## config.mk

```make
export PLATFORM = sky130hd
export DESIGN_NAME = od_bus_master
export DESIGN_NICKNAME = d
export VERILOG_FILES = /design/src/rtl/od_bus_pkg.sv /design/src/rtl/od_sync2.sv /design/src/rtl/od_bus_master.sv
export SDC_FILE = /design/constraint.sdc
export NUM_CORES = 1
export LEC_CHECK = 0
export CAP_MARGIN = 20
export CORE_ASPECT_RATIO = 1.1
export CORE_MARGIN = 2
export CORE_UTILIZATION = 40
export DETAILED_ROUTE_END_ITERATION = 10
export SETUP_SLACK_MARGIN = 0.15
export SKIP_LAST_GASP = 1
export SLEW_MARGIN = 20
export SYNTH_ARGS = -nofsm -noshare
export SYNTH_HDL_FRONTEND = slang
export SYNTH_SLANG_ARGS = --single-unit
```

## constraint.sdc

```tcl
create_clock -name clk -period 3.3 [get_ports clk]
set_input_delay 0.825 -clock clk [delete_from_list [all_inputs] [get_ports clk]]
set_output_delay 0.825 -clock clk [all_outputs]
set_load 0.01 [all_outputs]
```

## src/rtl/od_bus_pkg.sv

```systemverilog
// Shared encodings for the open-drain two-wire bus master: command codes,
// engine states and the quarter-phase sequence of every bus step.
package od_bus_pkg;

  localparam logic [2:0] CMD_START = 3'd0;
  localparam logic [2:0] CMD_STOP  = 3'd1;
  localparam logic [2:0] CMD_WRITE = 3'd2;
  localparam logic [2:0] CMD_READ  = 3'd3;

  // Eight data bits plus the acknowledge bit.
  localparam int BITS_PER_BYTE = 9;

  typedef enum logic [1:0] {IDLE, START, STOP, BIT} state_e;

  typedef enum logic [1:0] {Q0, Q1, Q2, Q3} phase_e;

endpackage

```

## src/rtl/od_sync2.sv

```systemverilog
// Two-flop synchronizer for an asynchronous pad readback; idles high like a
// pulled-up open-drain line.
module od_sync2 (
  input  logic clk,
  input  logic reset,
  input  logic d,
  output logic q
);

  logic meta;

  // NOTE: non-blocking assignments keep meta and q as two separate flops;
  // blocking ones would collapse the chain into a single stage.
  always_ff @(posedge clk) begin
    if (reset) begin
      meta <= 1'b1;
      q    <= 1'b1;
    end else begin
      meta <= d;
      q    <= meta;
    end
  end

endmodule

```

## src/rtl/od_bus_master.sv

```systemverilog
// Byte-level open-drain two-wire bus master: runs START, STOP, WRITE and READ
// as sequences of four quarter phases, only ever pulling SCL/SDA low.
module od_bus_master #(
  parameter int CLK_DIV = 4,
  parameter int CNT_W   = 16
) (
  input  logic       clk,
  input  logic       reset,
  input  logic [2:0] cmd,
  input  logic       cmd_valid,
  output logic       cmd_ready,
  input  logic [7:0] wr_data,
  input  logic       ack_tx,
  output logic [7:0] rd_data,
  output logic       ack_rx,
  output logic       done,
  output logic       scl_t,
  output logic       sda_t,
  input  logic       scl_in,
  input  logic       sda_in
);

  import od_bus_pkg::*;

  logic scl_s;
  logic sda_s;

  od_sync2 u_scl_sync (.clk(clk), .reset(reset), .d(scl_in), .q(scl_s));
  od_sync2 u_sda_sync (.clk(clk), .reset(reset), .d(sda_in), .q(sda_s));

  state_e           state, state_nxt;
  phase_e           phase, phase_nxt;
  logic [CNT_W-1:0] cnt, cnt_nxt;
  logic [3:0]       bit_idx, bit_nxt;
  logic [8:0]       tx_bits, tx_bits_nxt;
  logic [8:0]       rx_bits;
  logic             is_read;
  logic             nop_pend;
  logic             scl_nxt, sda_nxt;
  logic             accept, cnt_en, last_cnt, finish, sample;

  // A NOP parks in IDLE for one cycle with nop_pend set, so ready still drops.
  assign cmd_ready = (state == IDLE) && !nop_pend;
  assign accept    = cmd_valid && cmd_ready;
  assign last_cnt  = (cnt == CNT_W'(CLK_DIV - 1));
  // Q1 only advances while SCL is really high: that is clock stretching.
  assign cnt_en    = (phase != Q1) || scl_s;
  assign sample    = (state == BIT) && (phase == Q2) && last_cnt;

  // State register.
  always_ff @(posedge clk) begin
    if (reset) begin
      state    <= IDLE;
      phase    <= Q0;
      cnt      <= '0;
      bit_idx  <= '0;
      tx_bits  <= '1;
      nop_pend <= 1'b0;
      done     <= 1'b0;
      scl_t    <= 1'b1;
      sda_t    <= 1'b1;
    end else begin
      state    <= state_nxt;
      phase    <= phase_nxt;
      cnt      <= cnt_nxt;
      bit_idx  <= bit_nxt;
      tx_bits  <= tx_bits_nxt;
      nop_pend <= accept && cmd[2];
      done     <= finish || nop_pend;
      scl_t    <= scl_nxt;
      sda_t    <= sda_nxt;
    end
  end

  // Next-state logic.
  // NOTE: every signal driven here gets a default first, so no path through
  // the branches can leave it unassigned and infer a latch.
  always_comb begin
    state_nxt   = state;
    phase_nxt   = phase;
    cnt_nxt     = cnt;
    bit_nxt     = bit_idx;
    tx_bits_nxt = tx_bits;
    finish      = 1'b0;
    if (state == IDLE) begin
      if (accept && !cmd[2]) begin
        phase_nxt = Q0;
        cnt_nxt   = '0;
        bit_nxt   = '0;
        case (cmd)
          CMD_START: state_nxt = START;
          CMD_STOP:  state_nxt = STOP;
          CMD_WRITE: begin
            state_nxt   = BIT;
            tx_bits_nxt = {wr_data, 1'b1};
          end
          CMD_READ: begin
            state_nxt   = BIT;
            tx_bits_nxt = {8'hFF, ack_tx};
          end
          default: ;
        endcase
      end
    end else if (cnt_en) begin
      if (!last_cnt) begin
        cnt_nxt = cnt + CNT_W'(1);
      end else begin
        cnt_nxt   = '0;
        phase_nxt = phase_e'(phase + 2'd1);
        if (phase == Q3) begin
          if (state == BIT && bit_idx != 4'(BITS_PER_BYTE - 1)) begin
            bit_nxt     = bit_idx + 4'd1;
            tx_bits_nxt = {tx_bits[7:0], 1'b1};
          end else begin
            state_nxt = IDLE;
            finish    = 1'b1;
          end
        end
      end
    end
  end

  // Line controls are registered from the phase being entered, so each edge
  // lands on the first cycle of its phase.
  always_comb begin
    scl_nxt = scl_t;
    sda_nxt = sda_t;
    case (state_nxt)
      START: begin
        case (phase_nxt)
          Q0: sda_nxt = 1'b1;
          Q1: scl_nxt = 1'b1;
          Q2: sda_nxt = 1'b0;
          Q3: scl_nxt = 1'b0;
        endcase
      end
      STOP: begin
        case (phase_nxt)
          Q0:      sda_nxt = 1'b0;
          Q1:      scl_nxt = 1'b1;
          Q2:      sda_nxt = 1'b1;
          default: ;
        endcase
      end
      BIT: begin
        case (phase_nxt)
          Q0: begin
            scl_nxt = 1'b0;
            sda_nxt = tx_bits_nxt[8];
          end
          Q1:      scl_nxt = 1'b1;
          Q3:      scl_nxt = 1'b0;
          default: ;
        endcase
      end
      default: ;
    endcase
  end

  // Receive path: nine samples per byte; the first eight are data, the last
  // is the acknowledge bit.
  always_ff @(posedge clk) begin
    if (reset) begin
      rx_bits <= '0;
      is_read <= 1'b0;
      rd_data <= 8'h00;
      ack_rx  <= 1'b0;
    end else begin
      if (accept) is_read <= (cmd == CMD_READ);
      if (sample) rx_bits <= {rx_bits[7:0], sda_s};
      if (finish && state == BIT) begin
        if (is_read) rd_data <= rx_bits[8:1];
        else         ack_rx  <= rx_bits[0];
      end
    end
  end

endmodule

```

==> run metrics, run 1 <==
run status finished, final reports clean; setup repair after global routing missed its margin false; FF+latch count, synth 60; slew margin rel. approximately 54%; clock tree from TritonCTS built; Final Hold Vio Count 0; chip height about 90 um; CTS Buf Count 9; Max Clock Skew between 0.01 and 0.015 ns; post-detailed-route DRC marker count 0; post-route antenna net violation count 0; antenna violations before repair 0; fraction of final layout cells sized beyond drive strength 1 11.3%; via count of the first global-routing pass 2,404; count of cells along the worst register-to-register path 12; Worst Max-Slew Pin Slew around 0.7 ns; primary flip-flop cell chosen by synthesis mapping sky130_fd_sc_hd__dfxtp_1; final WL 6210 um; Reg-to-Reg End sda_t$_SDFFE_PP1P_; Final Max Tran Viols 0; Max clock buf depth 2; global-route wire length before repair ~11,000 um; library cell occupying the most area in the post-synthesis netlist sky130_fd_sc_hd__dfxtp_1; capturing element type of the critical path register; grt total ovfl 0; number of cells produced by synthesis around 340; synth unique cells 53; total core area between 6000 and 7000 sq um; number of violations of the max-capacitance limit 0; crit start category input port; CTS clock-pin slew for the worst setup and hold paths about 0.070 ns; total number of cells along the worst setup path 10; total track usage between 15 and 20%; buffering stage count on the worst path with inverters included 2; power density normalized to cell area between 400 and 500 nW/um^2; min Tclk post-route ~2.8 ns; initial DRC count 120; largest voltage drop on the vdd net about 0.25 mV; number of ports placed on the die boundary 30; CP arrival between 3 and 4 ns; f_max about 350 MHz; netlist area before placement roughly 2800 sq um; ratio of final minimum period to clock period around 86%; clock insertion delay at the later pin of the skew report approximately 0.33 ns; post-detail-place hpwl 4420 um; leakage approximately 1.4 nW; cell class contributing the biggest share of worst-path delay simple AND/OR/NAND/NOR gates; critical path class input port to register; relative area change from synthesis to final layout 23.4%; Hold-fix buffers, CTS 0; Commonest cells post-synth 60 x sky130_fd_sc_hd__dfxtp_1, 51 x sky130_fd_sc_hd__nand2_1, 49 x sky130_fd_sc_hd__nor2_1, 22 x sky130_fd_sc_hd__a21oi_1, 16 x sky130_fd_sc_hd__o21ai_0; Die Area around 7800 sq um; sequential fraction of the synthesis area between 40% and 50%; RD Place Congestion about 0.86; vias per inst about 5.2; most numerous cell in the Yosys netlist sky130_fd_sc_hd__dfxtp_1; H-tree depth 3; Initial Utilization 40.9%; # diodes 0; Reg2Reg Launch Point cnt[0]$_SDFFE_PP0P_; number of nets in the synthesized netlist 365; cell type of the slowest stage on the worst timing path sky130_fd_sc_hd__or4b_4; number of placed instances, taps included around 450; Hold WC Path Type register to register; root cell of the clock tree sky130_fd_sc_hd__clkbuf_8; Fillers approximately 700; die width around 84 um; dominant cells by area after synthesis sky130_fd_sc_hd__dfxtp_1 42%, sky130_fd_sc_hd__nand2_1 6.8%, sky130_fd_sc_hd__nor2_1 6.5%; most used cell along the critical path sky130_fd_sc_hd__a21oi_1; Synth top area share 42.4%; Via Count ~2.4k; Critical Path Max Stage Delay between 0.5 and 0.6 ns; proportion of synthesized flip-flops having asynchronous set or reset 0%; Synth Area per Inst 8.38 sq um; worst-path maximum fanout 4; detailed-router iteration count before antenna repair 4; number of warning messages in the yosys log 0; final total negative setup slack 0 ns; crit path from cmd[2]; final cell count without fillers ~470; maximum number of pins on one net before global-route repair 19; routed wirelength normalized by instance count ~13 um; number of synthesized flops with an enable pin 0; FF-to-FF setup slack ~0.66 ns; number of buffers inserted by port buffering 29; data required time at the worst endpoint roughly 3.5 ns; worst setup path endpoint scl_t$_SDFFE_PP1P_; Critical Path, Cell by Cell clkdlybuf4s50_1 > or4b_4 > o21ai_1 > a21oi_1 > nor2_2 > inv_1 > ha_1 > o22a_1 > a21oi_1 > o21ai_0; final setup violation count 0; standard-cell row count 32; number of nets at the end of the flow between 400 and 500; CTS sink count 60
area by class of cell:
| type | instances | area [sq um] | share of cell area, % |
|---|---|---|---|
| inverters | 9 | 33.8 | 0.966 |
| multi-input cells | 256 | 1540 | 44.0 |
| clock buffers | 12 | 155 | 4.44 |
| flip-flops and latches | 60 | 1200 | 34.4 |
| well taps | 85 | 106 | 3.04 |
| clock inverters | 4 | 95.1 | 2.72 |
| repair buffers | 39 | 365 | 10.5 |
state kept, by name, summed over array words and instances (netlist names), 2 cells and up:
name,cells
rd_data,8
state,2
cnt,16
phase,2
bit_idx,4
rx_bits,9
tx_bits,9
where the power goes:
group	internal, W	total, W	switching (W)
clock network	0.000542	0.000829	0.000286
registers	0.000742	0.000756	0.0000143
logic	0.0000703	0.000151	0.0000803
total	0.00135	0.00174	0.000381
placed cells by master (no fill, tap or decap), types with 2 or more instances in the layout:
cell type                         Yosys  routed
sky130_fd_sc_hd__ha_1                10      10
sky130_fd_sc_hd__nand3_1             11      11
sky130_fd_sc_hd__o21a_1               2       2
sky130_fd_sc_hd__o21ai_1              1       2
sky130_fd_sc_hd__xnor2_1              2       2
sky130_fd_sc_hd__a21oi_1             22      22
sky130_fd_sc_hd__nor3b_1              2       2
sky130_fd_sc_hd__mux2i_1              9       9
sky130_fd_sc_hd__nor2_1              49      49
sky130_fd_sc_hd__a22oi_1              2       2
sky130_fd_sc_hd__nand4_1              7       7
sky130_fd_sc_hd__nor3_1               7       7
sky130_fd_sc_hd__clkdlybuf4s50_1      0      29
sky130_fd_sc_hd__bufinv_16            0       3
sky130_fd_sc_hd__a32oi_1              2       2
sky130_fd_sc_hd__dfxtp_1             60      60
sky130_fd_sc_hd__or2_2                6       6
sky130_fd_sc_hd__xor2_1              11      11
sky130_fd_sc_hd__a311oi_1             2       2
sky130_fd_sc_hd__nand2_1             51      51
sky130_fd_sc_hd__a211o_1              6       6
sky130_fd_sc_hd__and4_1               3       3
sky130_fd_sc_hd__buf_4                0      10
sky130_fd_sc_hd__clkbuf_8             0      11
sky130_fd_sc_hd__nor4_2               2       2
sky130_fd_sc_hd__nor3_2               2       2
sky130_fd_sc_hd__o21ai_0             16      15
sky130_fd_sc_hd__inv_1                9       9
sky130_fd_sc_hd__nand2b_1             6       6
worst reg2reg max path, cell delays in order (launching register included):
cell                       delay [ns]
sky130_fd_sc_hd__dfxtp_1         0.36
sky130_fd_sc_hd__ha_1            0.24
sky130_fd_sc_hd__nor4b_2         0.31
sky130_fd_sc_hd__and4_1          0.25
sky130_fd_sc_hd__buf_4           0.15
sky130_fd_sc_hd__nand2_1         0.14
sky130_fd_sc_hd__o21ai_0         0.20
sky130_fd_sc_hd__nand2_1         0.13
sky130_fd_sc_hd__inv_1           0.11
sky130_fd_sc_hd__ha_1            0.20
sky130_fd_sc_hd__nor2_1          0.06
sky130_fd_sc_hd__a311oi_1        0.27
sky130_fd_sc_hd__a211oi_1        0.10
cell families (layout without fill, tap and decap cells):
logic type | after synthesis | in the layout | synth area share (%)
fa+ha+maj | 10 | 10 | 4.42
simple gates | 159 | 159 | 27.6
buf+inv | 22 | 64 | 3.31
xor+xnor | 13 | 13 | 4.02
compound gates | 65 | 65 | 15.1
mux | 9 | 9 | 3.18
flops | 60 | 60 | 42.4
timing repair:
item | in CTS | in global routing
resized for setup | 0 | 1
endpoints found under the setup margin | 0 | 1
endpoints found under the hold margin | 0 | 0
buffers inserted | 0 | 0
through the flow:
step	total power [W]	setup slack [ns]	utilization (%)	area [sq um]	hold slack, ns
2_1_floorplan	0.000864	0.593	-	2830	0.389
3_3_place_gp	0.000922	0.0895	46.9	3250	0.392
3_5_place_dp	0.000924	0.0655	46.9	3250	0.394
4_1_cts	0.00175	0.396	50.5	3500	0.410
5_1_grt	0.00180	0.228	50.5	3500	0.432
6_report	0.00174	0.464	50.5	3500	0.406
per-layer routing:
layer	vias to the layer above	wire, um	global-route usage [%]	part of all wire (%)
met5	-	0	0	0
met4	0	76	6.85	1.2
met3	7	229	3.33	3.7
met2	32	2860	27.9	46
met1	1125	3040	23.0	49
li1	1246	-	-	-
worst min-delay path by stage:
stage | start | to | slack [ns] | cells after the start
final | u_scl_sync.meta$_SDFF_PP1_ | u_scl_sync.q$_SDFF_PP1_ | 0.41 | 1
after detailed placement | u_scl_sync.meta$_SDFF_PP1_ | u_scl_sync.q$_SDFF_PP1_ | 0.39 | 1
after global routing | u_sda_sync.meta$_SDFF_PP1_ | u_sda_sync.q$_SDFF_PP1_ | 0.43 | 1
after CTS | u_scl_sync.meta$_SDFF_PP1_ | u_scl_sync.q$_SDFF_PP1_ | 0.41 | 1
after floorplan | u_scl_sync.meta$_SDFF_PP1_ | u_scl_sync.q$_SDFF_PP1_ | 0.39 | 1
after global placement | u_scl_sync.meta$_SDFF_PP1_ | u_scl_sync.q$_SDFF_PP1_ | 0.39 | 1
No activity file was read; power rests on OpenSTA's default activity.
==> run 2: changes to the inputs <==
Clock period 3.3 ns to 2.45 ns, I/O delays scaled along.
==> run 2 against run 1 <==
  * Cell area increased by 7.9%
  * Clock power increased by 2.5%
  * Die area unchanged
  * Combinational power increased by 71%
  * Global-route usage increased by 0.44 points
  * First-iteration DRC count decreased by 8.3%
  * Largest power group is now registers
  * Highest routed layer unchanged
==> run metrics, run 2 (synthesis results as in run 1) <==
Worst Max-Slew Pin Slew between 0.4 and 0.5 ns; Switching Share a little under a quarter; number of placed instances, taps included 471; cell class contributing the biggest share of worst-path delay buffers and inverters; grt total ovfl 0; post-layout power 0.00213 W; detailed-router iteration count before antenna repair 4; data required time at the worst endpoint approximately 1.8 ns; post-detailed-route DRC marker count 0; final cell count without fillers between 400 and 500; Die Area approximately 7800 sq um; leakage roughly 1.5 nW; clock insertion delay at the later pin of the skew report about 0.33 ns; sw power between 0.0005 and 0.0006 W; commonest non-fill, non-tap cell in the layout sky130_fd_sc_hd__dfxtp_1; largest voltage drop on the vdd net between 0.3 and 0.4 mV; Int Power around 0.0016 W; clock tree from TritonCTS built; CTS sink count 60; run status finished, final reports clean; capturing element type of the critical path output pin; crit start category register; Via Count around 2.5k; CTS clock-pin slew for the worst setup and hold paths 0.07 ns; buffering stage count on the worst path with inverters included 1; combinational group share of total power between 10 and 15%; Clk network pwr share around 40%; post-detail-place hpwl ~4600 um; Final Max Tran Viols 0; final total negative setup slack 0 ns; min Tclk post-route 2.27 ns; crit path from state[0]$_SDFF_PP0_; Critical Path, Cell by Cell or2_4 > nor2_1 > clkdlybuf4s50_1; post-route antenna net violation count 0; total track usage 17.8%; Regs by FF count cnt (16), rx_bits (9), tx_bits (9); setup repair after global routing missed its margin false; number of flip-flops under the largest register name 16; slew margin rel. a little under three quarters; vias per inst ~5.2; hold slack final slightly above 0.4 ns; top register by number of flip-flops cnt; Hold WC Path Type register to register; antenna violations before repair 0; # diodes 0; critical path class register to output pin; final WL about 6500 um; commonest cells after routing, fill and taps aside 56 x sky130_fd_sc_hd__dfxtp_1, 50 x sky130_fd_sc_hd__nand2_1, 48 x sky130_fd_sc_hd__nor2_1; H-tree depth 3; CP arrival roughly 1.7 ns; via count of the first global-routing pass about 2.5k; number of nets at the end of the flow between 400 and 500; relative area change from synthesis to final layout 33.1%; die width 84.3 um; Initial Utilization between 40 and 50%; number of ports placed on the die boundary 30; global-route wire length before repair around 11,000 um; power density normalized to cell area 564 nW/um^2; root cell of the clock tree sky130_fd_sc_hd__clkbuf_8; CTS Buf Count 9; maximum number of pins on one net before global-route repair 51; routed wirelength normalized by instance count 13.3 um; hold path start u_sda_sync.meta$_SDFF_PP1_; initial DRC count 110; sequential share of power between 40 and 50%; f_max roughly 440 MHz; chip height around 90 um; fraction of final layout cells sized beyond drive strength 1 20.0%; ratio of final minimum period to clock period slightly above 90%; total core area around 6900 sq um; Hold-fix buffers, CTS 0; Critical Path Max Stage Delay 0.54 ns; Max Clock Skew around 0.012 ns; cell type of the slowest stage on the worst timing path sky130_fd_sc_hd__clkdlybuf4s50_1; Reg2Reg Launch Point state[1]$_SDFF_PP0_; number of violations of the max-capacitance limit 0; number of buffers inserted by port buffering 29; final setup violation count 0; standard-cell row count 32; worst-path maximum fanout 6; Max clock buf depth 2; Final Hold Vio Count 0; RD Place Congestion between 0.8 and 0.9
-- run 2: layer usage --
layer / vias to the layer above / GRT usage, % / part of all wire, %
met5: - / 0 / 0
met4: 0 / 9.01 / 1.5
met3: 9 / 3.96 / 4.0
met2: 44 / 28.5 / 48
met1: 1175 / 22.6 / 46
li1: 1301 / - / -
-- run 2: final cells by class --
type / instances / area (sq um)
tap: 85 / 106
timing repair buffer: 64 / 596
fill: 641 / 3160
clock inverter: 2 / 35.0
clock buffer: 13 / 149
multi-input combinational: 256 / 1640
inverter: 9 / 33.8
sequential: 60 / 1210
-- run 2: timing repair --
item	in CTS	in global routing
hold endpoints to repair	0	0
setup endpoints to repair	13	16
gates resized for setup	7	20
buffers inserted	0	3
pin swaps	5	5
-- run 2: through the flow --
step	setup WS (ns)	area (sq um)	util, %
5_1_grt	0.141	3770	54.4
3_3_place_gp	-0.281	3460	50.0
2_1_floorplan	0.154	2850	-
6_report	0.180	3770	54.4
4_1_cts	0.169	3670	52.9
3_5_place_dp	-0.319	3460	50.0
-- run 2: power groups by stage --
stage / clock [W] / combinational, W / sequential [W]
after floorplan: 0 / 0.000132 / 0.00103
after global placement: 0 / 0.000239 / 0.00104
after detailed placement: 0 / 0.000242 / 0.00104
after CTS: 0.000877 / 0.000247 / 0.00102
after global routing: 0.000912 / 0.000285 / 0.00102
final: 0.000850 / 0.000258 / 0.00102
-- run 2: final timing paths --
check / slack, ns / endpoint / depth (start not counted)
worst max-delay path: 0.18 / cmd_ready / 3
worst min-delay path: 0.41 / u_sda_sync.q$_SDFF_PP1_ / 1
worst max register to register: 0.30 / cnt[9]$_SDFFE_PP0P_ / 7
worst min register to register: 0.41 / u_sda_sync.q$_SDFF_PP1_ / 1
